$ cat config.mk
export PLATFORM = sky130hd
export DESIGN_NAME = score_sched
export DESIGN_NICKNAME = d
export VERILOG_FILES = /design/src/rtl/score_sched.sv
export SDC_FILE = /design/constraint.sdc
export NUM_CORES = 1
export LEC_CHECK = 0
export CAP_MARGIN = 20
export CORE_MARGIN = 3
export CORE_UTILIZATION = 39
export DETAILED_ROUTE_END_ITERATION = 7
export PLACE_DENSITY = 0.73
export REMOVE_ABC_BUFFERS = 1
export SLEW_MARGIN = 5
export SYNTH_ARGS = -nofsm -noshare
export SYNTH_HDL_FRONTEND = slang
export SYNTH_SLANG_ARGS = --single-unit
$ cat constraint.sdc
create_clock -name clk -period 2.71 [get_ports clk]
set_input_delay 0.271 -clock clk [delete_from_list [all_inputs] [get_ports clk]]
set_output_delay 0.271 -clock clk [all_outputs]
set_load 0.01 [all_outputs]
$ cat src/rtl/score_sched.sv
// score_sched: issues NCAND candidates to score_cal and keeps the best returned score and its index.
// Optional SCORE_SCHED_THRESH_EN adds score_thresh/hit_cnt (count of returned scores >= threshold).
module score_sched #(
   parameter int width = 8,
   parameter int NCAND = 16,
   parameter int LAT   = 3,
   parameter int IDXW  = 4
) (
   input  logic                 clk,
   input  logic                 rst,
   input  logic                 start,
   input  logic                 cand_valid,
   input  logic [9*width-1:0]   cand_pts,
   output logic                 cand_ready,
   output logic [9*width-1:0]   point_val,
   input  logic [width+12:0]    score_in,
`ifdef SCORE_SCHED_THRESH_EN
   input  logic [width+12:0]    score_thresh,
   output logic [IDXW:0]        hit_cnt,
`endif
   output logic                 busy,
   output logic                 done,
   output logic [width+12:0]    best_score,
   output logic [IDXW-1:0]      best_idx
);

   localparam logic [1:0] IDLE  = 2'd0;
   localparam logic [1:0] ISSUE = 2'd1;
   localparam logic [1:0] DRAIN = 2'd2;
   localparam logic [1:0] DONE  = 2'd3;

   localparam logic [IDXW-1:0]    IDX_ZERO   = {IDXW{1'b0}};
   localparam logic [IDXW-1:0]    IDX_LAST   = IDXW'(NCAND-1);
   localparam logic [IDXW-1:0]    IDX_ONE    = IDXW'(1'b1);
   localparam logic [LAT-1:0]     SR_ZERO    = {LAT{1'b0}};
   localparam logic [9*width-1:0] PTS_ZERO   = {(9*width){1'b0}};
   localparam logic [width+12:0]  SCORE_ZERO = {(width+13){1'b0}};

   logic [1:0]       state_r;
   logic [1:0]       state_nxt_s;
   logic [IDXW-1:0]  iss_cnt_r;
   logic [IDXW-1:0]  ret_cnt_r;
   logic             pv_vld_r;
   logic [LAT-1:0]   sr_r;
   logic [LAT-1:0]   sr_nxt_s;
   logic             xfer_s;
   logic             last_xfer_s;
   logic             begin_s;
   logic             ret_s;
   logic             better_s;

   // Index counters wrap only at NCAND.
   function automatic logic [IDXW-1:0] idx_inc(input logic [IDXW-1:0] v);
      if (v == IDX_LAST) begin
         return IDX_ZERO;
      end else begin
         return v + IDX_ONE;
      end
   endfunction

   // Handshake, pass start and return decode.
   always_comb begin
      xfer_s      = cand_valid & cand_ready;
      last_xfer_s = xfer_s & (iss_cnt_r == IDX_LAST);
      begin_s     = (state_r == IDLE) & start;
      ret_s       = sr_r[LAT-1];
      better_s    = (ret_cnt_r == IDX_ZERO) || (score_in > best_score);
   end

   // Next in-flight vector: the point_val tag enters, everything moves one stage toward the return tap.
   always_comb begin
      sr_nxt_s    = SR_ZERO;
      sr_nxt_s[0] = pv_vld_r;
      for (int i = 1; i < LAT; i++) begin
         sr_nxt_s[i] = sr_r[i-1];
      end
   end

   // Pass sequencing; DRAIN ends once the final return is being captured.
   always_comb begin
      state_nxt_s = state_r;
      case (state_r)
         IDLE: begin
            if (start) state_nxt_s = ISSUE;
            else       state_nxt_s = IDLE;
         end
         ISSUE: begin
            if (last_xfer_s) state_nxt_s = DRAIN;
            else             state_nxt_s = ISSUE;
         end
         DRAIN: begin
            if (sr_nxt_s == SR_ZERO) state_nxt_s = DONE;
            else                     state_nxt_s = DRAIN;
         end
         DONE:    state_nxt_s = IDLE;
         default: state_nxt_s = IDLE;
      endcase
   end

   // State register and registered status outputs.
   always_ff @(posedge clk or negedge rst) begin
      if (!rst) begin
         state_r    <= IDLE;
         busy       <= 1'b0;
         cand_ready <= 1'b0;
         done       <= 1'b0;
      end else begin
         state_r    <= state_nxt_s;
         busy       <= (state_nxt_s == ISSUE) || (state_nxt_s == DRAIN);
         cand_ready <= (state_nxt_s == ISSUE);
         done       <= (state_nxt_s == DONE);
      end
   end

   // Issue side: capture accepted candidate and track it through the score_cal latency.
   always_ff @(posedge clk or negedge rst) begin
      if (!rst) begin
         point_val <= PTS_ZERO;
         pv_vld_r  <= 1'b0;
         sr_r      <= SR_ZERO;
         iss_cnt_r <= IDX_ZERO;
      end else begin
         pv_vld_r <= xfer_s;
         sr_r     <= sr_nxt_s;
         if (xfer_s) begin
            point_val <= cand_pts;
         end
         if (begin_s) begin
            iss_cnt_r <= IDX_ZERO;
         end else if (xfer_s) begin
            iss_cnt_r <= idx_inc(iss_cnt_r);
         end
      end
   end

   // Return side: strict greater-than keeps the lower index on ties.
   always_ff @(posedge clk or negedge rst) begin
      if (!rst) begin
         best_score <= SCORE_ZERO;
         best_idx   <= IDX_ZERO;
         ret_cnt_r  <= IDX_ZERO;
      end else if (begin_s) begin
         best_score <= SCORE_ZERO;
         best_idx   <= IDX_ZERO;
         ret_cnt_r  <= IDX_ZERO;
      end else if (ret_s) begin
         if (better_s) begin
            best_score <= score_in;
            best_idx   <= ret_cnt_r;
         end
         ret_cnt_r <= idx_inc(ret_cnt_r);
      end
   end

`ifdef SCORE_SCHED_THRESH_EN
   localparam logic [IDXW:0] HIT_ZERO = {(IDXW+1){1'b0}};
   localparam logic [IDXW:0] HIT_ONE  = (IDXW+1)'(1'b1);

   // Count returned scores at or above the threshold.
   always_ff @(posedge clk or negedge rst) begin
      if (!rst) begin
         hit_cnt <= HIT_ZERO;
      end else if (begin_s) begin
         hit_cnt <= HIT_ZERO;
      end else if (ret_s && (score_in >= score_thresh)) begin
         hit_cnt <= hit_cnt + HIT_ONE;
      end
   end
`endif

endmodule

---- Word-level counts from Yosys, hierarchy flattened ----
Cells that the tools add are included.
cells by class
  $add $sub $neg .......................... 2
  $mul .................................... 0
  div/mod/pow operators ................... 0
  $lt $le $gt $ge ......................... 1
  equal/unequal tests ..................... 8
  shifts and indexed selects .............. 0
  muxes and demuxes ....................... 16
  bitwise operators ....................... 3
  reductions and logical operators ........ 9
operators by type and width
  cell                 count
  $mux 21              3
  $mux 4               9
  $gt 21x21->1         1
  $add 4x1->4 const B  2
  $eq 2x2->1 const B   4
  $eq 4x4->1 const B   2
  $pmux 2 s4           1
  $reduce_bool 2->1    3
  $eq 2x1->1 const B   2
  $logic_not 4->1      1
  $and 1x1->1          3
  $logic_not 3->1      1
  $logic_not 2->1      1
  $logic_or 1x1->1     2
  $mux 1               2
  $mux 2               1
  $reduce_and 2->1     1
word-level totals
  bits in registers ....................... 114
  latch bits .............................. 0
  bits in writable memories ............... 0
  ROM bits ................................ 0
  bits of input ports ..................... 97
  logic and storage cells ................. 50
  memories kept ........................... 0

---- Depth between registers and ports, before layout ----
  word-level depth ........................ 6
  depth in mapped cells ................... 9

---- Worst setup path before layout ----
OpenSTA, ideal clock, no wires.
  path kind ............................... register to register
  start ................................... register best_score[19]
  end ..................................... register best_score[10]
  setup time .............................. 0.079 ns
  arrival time ............................ 2.110 ns
  required time ........................... 2.631 ns
  slack ................................... 0.520 ns
  cell stages (with the launch flop) ...... 10
  period minus slack after synthesis ...... 2.190 ns
  path through ............................ dfrtp_1 inv_1 ha_1 nand4_2 nor4_2 a21boi_2 nor3_1 a21oi_4 buf_12 mux2i_1
on the way
  cells in the longest elaborated chain, start to end .. 4
ends and longest elaborated chain
  element                      line  RTL
  from (decl)                  23    output logic [width+12:0] best_score,
  from (signal assigned)       148   best_score <= score_in;
  $gt 21x21->1                 67    better_s = (ret_cnt_r == IDX_ZERO) || (score_in > best_score);
  $logic_or 1x1->1             67
  $reduce_bool 2->1 (no line)  n/a
  $reduce_and 2->1 (no line)   n/a
No other way between the ends.
A chain may end at the register's enable or synchronous reset.

---- Final worst setup path ----
  start ................................... register best_score[19]
  end ..................................... register best_score[20]
Same word-level chain as after synthesis.

==> impl_results.md <==
- Worst vdd ir: 482 uV
- CTS buffer count: 17
- Final setup viols: 0
- Sequential Power Share: 33.7%
- Cells after DPL: 909
- Vias/cell: 4.73
- Tot Pwr: 0.00803 W
- Yosys Warn Count: 0
- Synth-to-Final Area Change: 54.4%
- Net Sw Frac: 31.9%
- Dominant synthesized flop cell: dfrtp_1
- Hold slack: 0.282 ns
- Ports: 197
- Vias post-DR: 4,457
- Clock sink count: 114
- Starting DRT DRC Count: 220
- Clock power share: 29.3%
- Final Slew Violations: 0
- Pin count of the biggest net entering global routing: 77
- PortBufs: 196
- Post-Syn Area: 5110 um2
- Setup TNS: 0 ns
- Pin slew with the least headroom to its limit: 0.564 ns
- Initial Utilization: 40.2%
- Initial antenna violation count: 0
- Die Y: 121 um
- CTS tree: built
- Crit-path slowest cell: dfrtp_1
- Count leader, synth: nand2_1
- Core area: 12,700 um2
- First drt pass iteration count: 4
- LEAKAGE: 3.88 nW
- Number of synthesized register bits: 114
- CP Launch Type: register
- Slowest cell delay on critical path: 0.40 ns
- DRT antenna net count: 0
- Top-area cell type share of the netlist area: 55.8%
- Finished Layout Cells: 942
- Internal power: 0.00547 W
- Die X: 121 um
- Unrepaired setup endpoints after global routing: false
- Pwr dens: 1020 nW/um2
- Root Driver: clkbuf_16
- Mean routed wirelength per cell: 14.5 um
- Synth Instances: 558
- Worst EP required: 3.03 ns
- Number of diodes: 0
- Comb power frac: 37.0%
- Maxcap violations: 0
- Final critical-path share of the clock period: 84.5%
- Synth Area per Inst: 9.17 um2
- Worst Path Arrival: 2.61 ns
- CTS H-Tree Depth: 4
- DRT Wirelength: 13.7 mm
- Total GRT Usage: 19.4%
- Final Core Density: 62.1%
- Final min period: 2.29 ns
- Register area: 2850 um2
- Most instantiated cells after synthesis: 279 x nand2_1, 114 x dfrtp_1, 26 x ha_1, 26 x inv_1, 25 x mux2i_1
- Nets: 880
- Post-CTS sizing: 0
- DP HPWL: 9.90 mm
- Die Area: 14,500 um2
- Critical path class: reg2reg
- Clock-pin slew on the worst setup and hold paths: 0.05 ns
- Post-CTS Setup Repair Bufs: 0
- Row count: 41
- Worst-path cell chain: inv_1 -> ha_1 -> nand4_2 -> nor4_2 -> a21boi_2 -> nor3_1 -> a21oi_4 -> buf_12 -> mux2i_1
- Final Hold Vio Count: 0
- Top fanout value on the critical path: 25
- Clk_skew: 0.00788 ns
- First-pass GRT wire length: 22.4 mm
- Switch Pwr: 0.00256 W
- Area of the multi-input gates: 2040 um2
- Filler cell count: 1,067
- Vias in the first global route: 4,577
- Routability Congestion: 0.835
- Worst Hold Class: in2async
- Leading post-synthesis cells by cell area: dfrtp_1 56%, nand2_1 20%, ha_1 6.4%
- Post-synthesis async set-or-reset flop share: 100%
- Clk Latency, worst-skew pair: 0.40 ns
- Yosys cell types: 35
- Yosys top cell by area: dfrtp_1
- Grt total ovfl: 0
- Slew headroom: 62.4%
- Outcome: finished clean
- EDFF count, synth: 0
- CP Capture Type: register
- Number of remaining DRC errors: 0
- Seq/Total Area, Yosys: 55.8%
- Layout cells sized above 1: 6.23%
- Fmax achieved: 437 MHz
- Clk buf depth: 2
==> worst max-delay path, delay by kind of cell, from the launching register on <==
family                   cells  cell delay, ns
AND/OR/NAND/NOR              3            0.60
multiplexers                 1            0.21
buffers and inverters        2            0.29
adder cells (fa/ha/maj)      1            0.30
flip-flops                   1            0.40
AO/OA/AOI/OAI                2            0.40
==> layout make-up <==
type	count	area share, %
flip-flops and latches	114	36.1
repair buffers	204	26.1
multi-input cells	394	25.9
clock buffers	22	6.00
well taps	172	2.72
clock inverters	10	1.96
inverters	26	1.24
==> kinds of logic (layout without fill, tap and decap cells) <==
logic type / count (synthesis) / count (layout) / share of synthesized area (%)
AND/OR/NAND/NOR: 309 / 309 / 24.0
flip-flops: 114 / 114 / 55.8
adder cells (fa/ha/maj): 26 / 26 / 6.36
multiplexers: 27 / 27 / 5.33
XOR/XNOR: 2 / 2 / 0.343
buffers and inverters: 50 / 262 / 4.31
AO/OA/AOI/OAI: 30 / 30 / 3.89
==> cell usage in the layout, fill, tap and decap left out, types with 2 or more instances in the layout <==
cell type and count:
a21oi_1 13, clkdlybuf4s50_1 195, buf_4 5, clkbuf_8 3, o21ai_1 2, o21ai_0 4
nand4_1 5, nor2_1 10, clkinvlp_4 2, dfrtp_1 114, mux2i_1 25, xor2_1 2
nand2_1 278, ha_1 26, bufinv_16 4, clkinv_2 4, a21o_1 4, inv_1 25
clkbuf_16 17, clkbuf_1 2, mux2_2 2, nand3_1 4, buf_12 3
==> flip-flops by register name (all words and copies together), names as in the netlist, 2 cells and up <==
register	count
best_idx	4
ret_cnt_r	4
state_r	2
best_score	21
iss_cnt_r	4
sr_r	3
point_val	72
==> metrics by stage <==
stage	cell area, um2	setup slack [ns]
after global routing	7900	0.270
final	7900	0.420
after detailed placement	7260	0.143
after global placement	7260	0.246
after floorplan	4990	-0.864
after CTS	7900	0.436
==> metal layers <==
metal / part of all wire (%) / global-route usage (%)
met1: 41 / 24.0
met2: 46 / 29.8
met3: 11 / 8.98
met4: 1.1 / 7.58
met5: 0 / 0
==> worst paths after layout <==
check	start	endpoint	slack, ns	depth (start not counted)
min in group clk	sr_r[0]	sr_r[1]	0.38	0
max in group asynchronous	rst	point_val[2]	1.59	3
worst min-delay path	rst	best_score[15]	0.28	2
worst max register to register	best_score[19]	best_score[20]	0.42	9
worst max-delay path	best_score[19]	best_score[20]	0.42	9
worst min register to register	sr_r[0]	sr_r[1]	0.38	0
==> power groups by stage <==
stage | Sequential, W | Clock [W] | Combinational (W)
global placement | 0.00270 | 0 | 0.00293
detailed placement | 0.00272 | 0 | 0.00301
floorplan | 0.00289 | 0 | 0.00118
CTS | 0.00271 | 0.00240 | 0.00302
global route | 0.00279 | 0.00249 | 0.00329
finish | 0.00271 | 0.00235 | 0.00297
==> what timing repair did <==
item,in CTS,in global routing
hold buffers,1,0
endpoints found under the hold margin,15,0
endpoints found under the setup margin,0,0
Note: power is estimated with default switching activity, not from simulation.
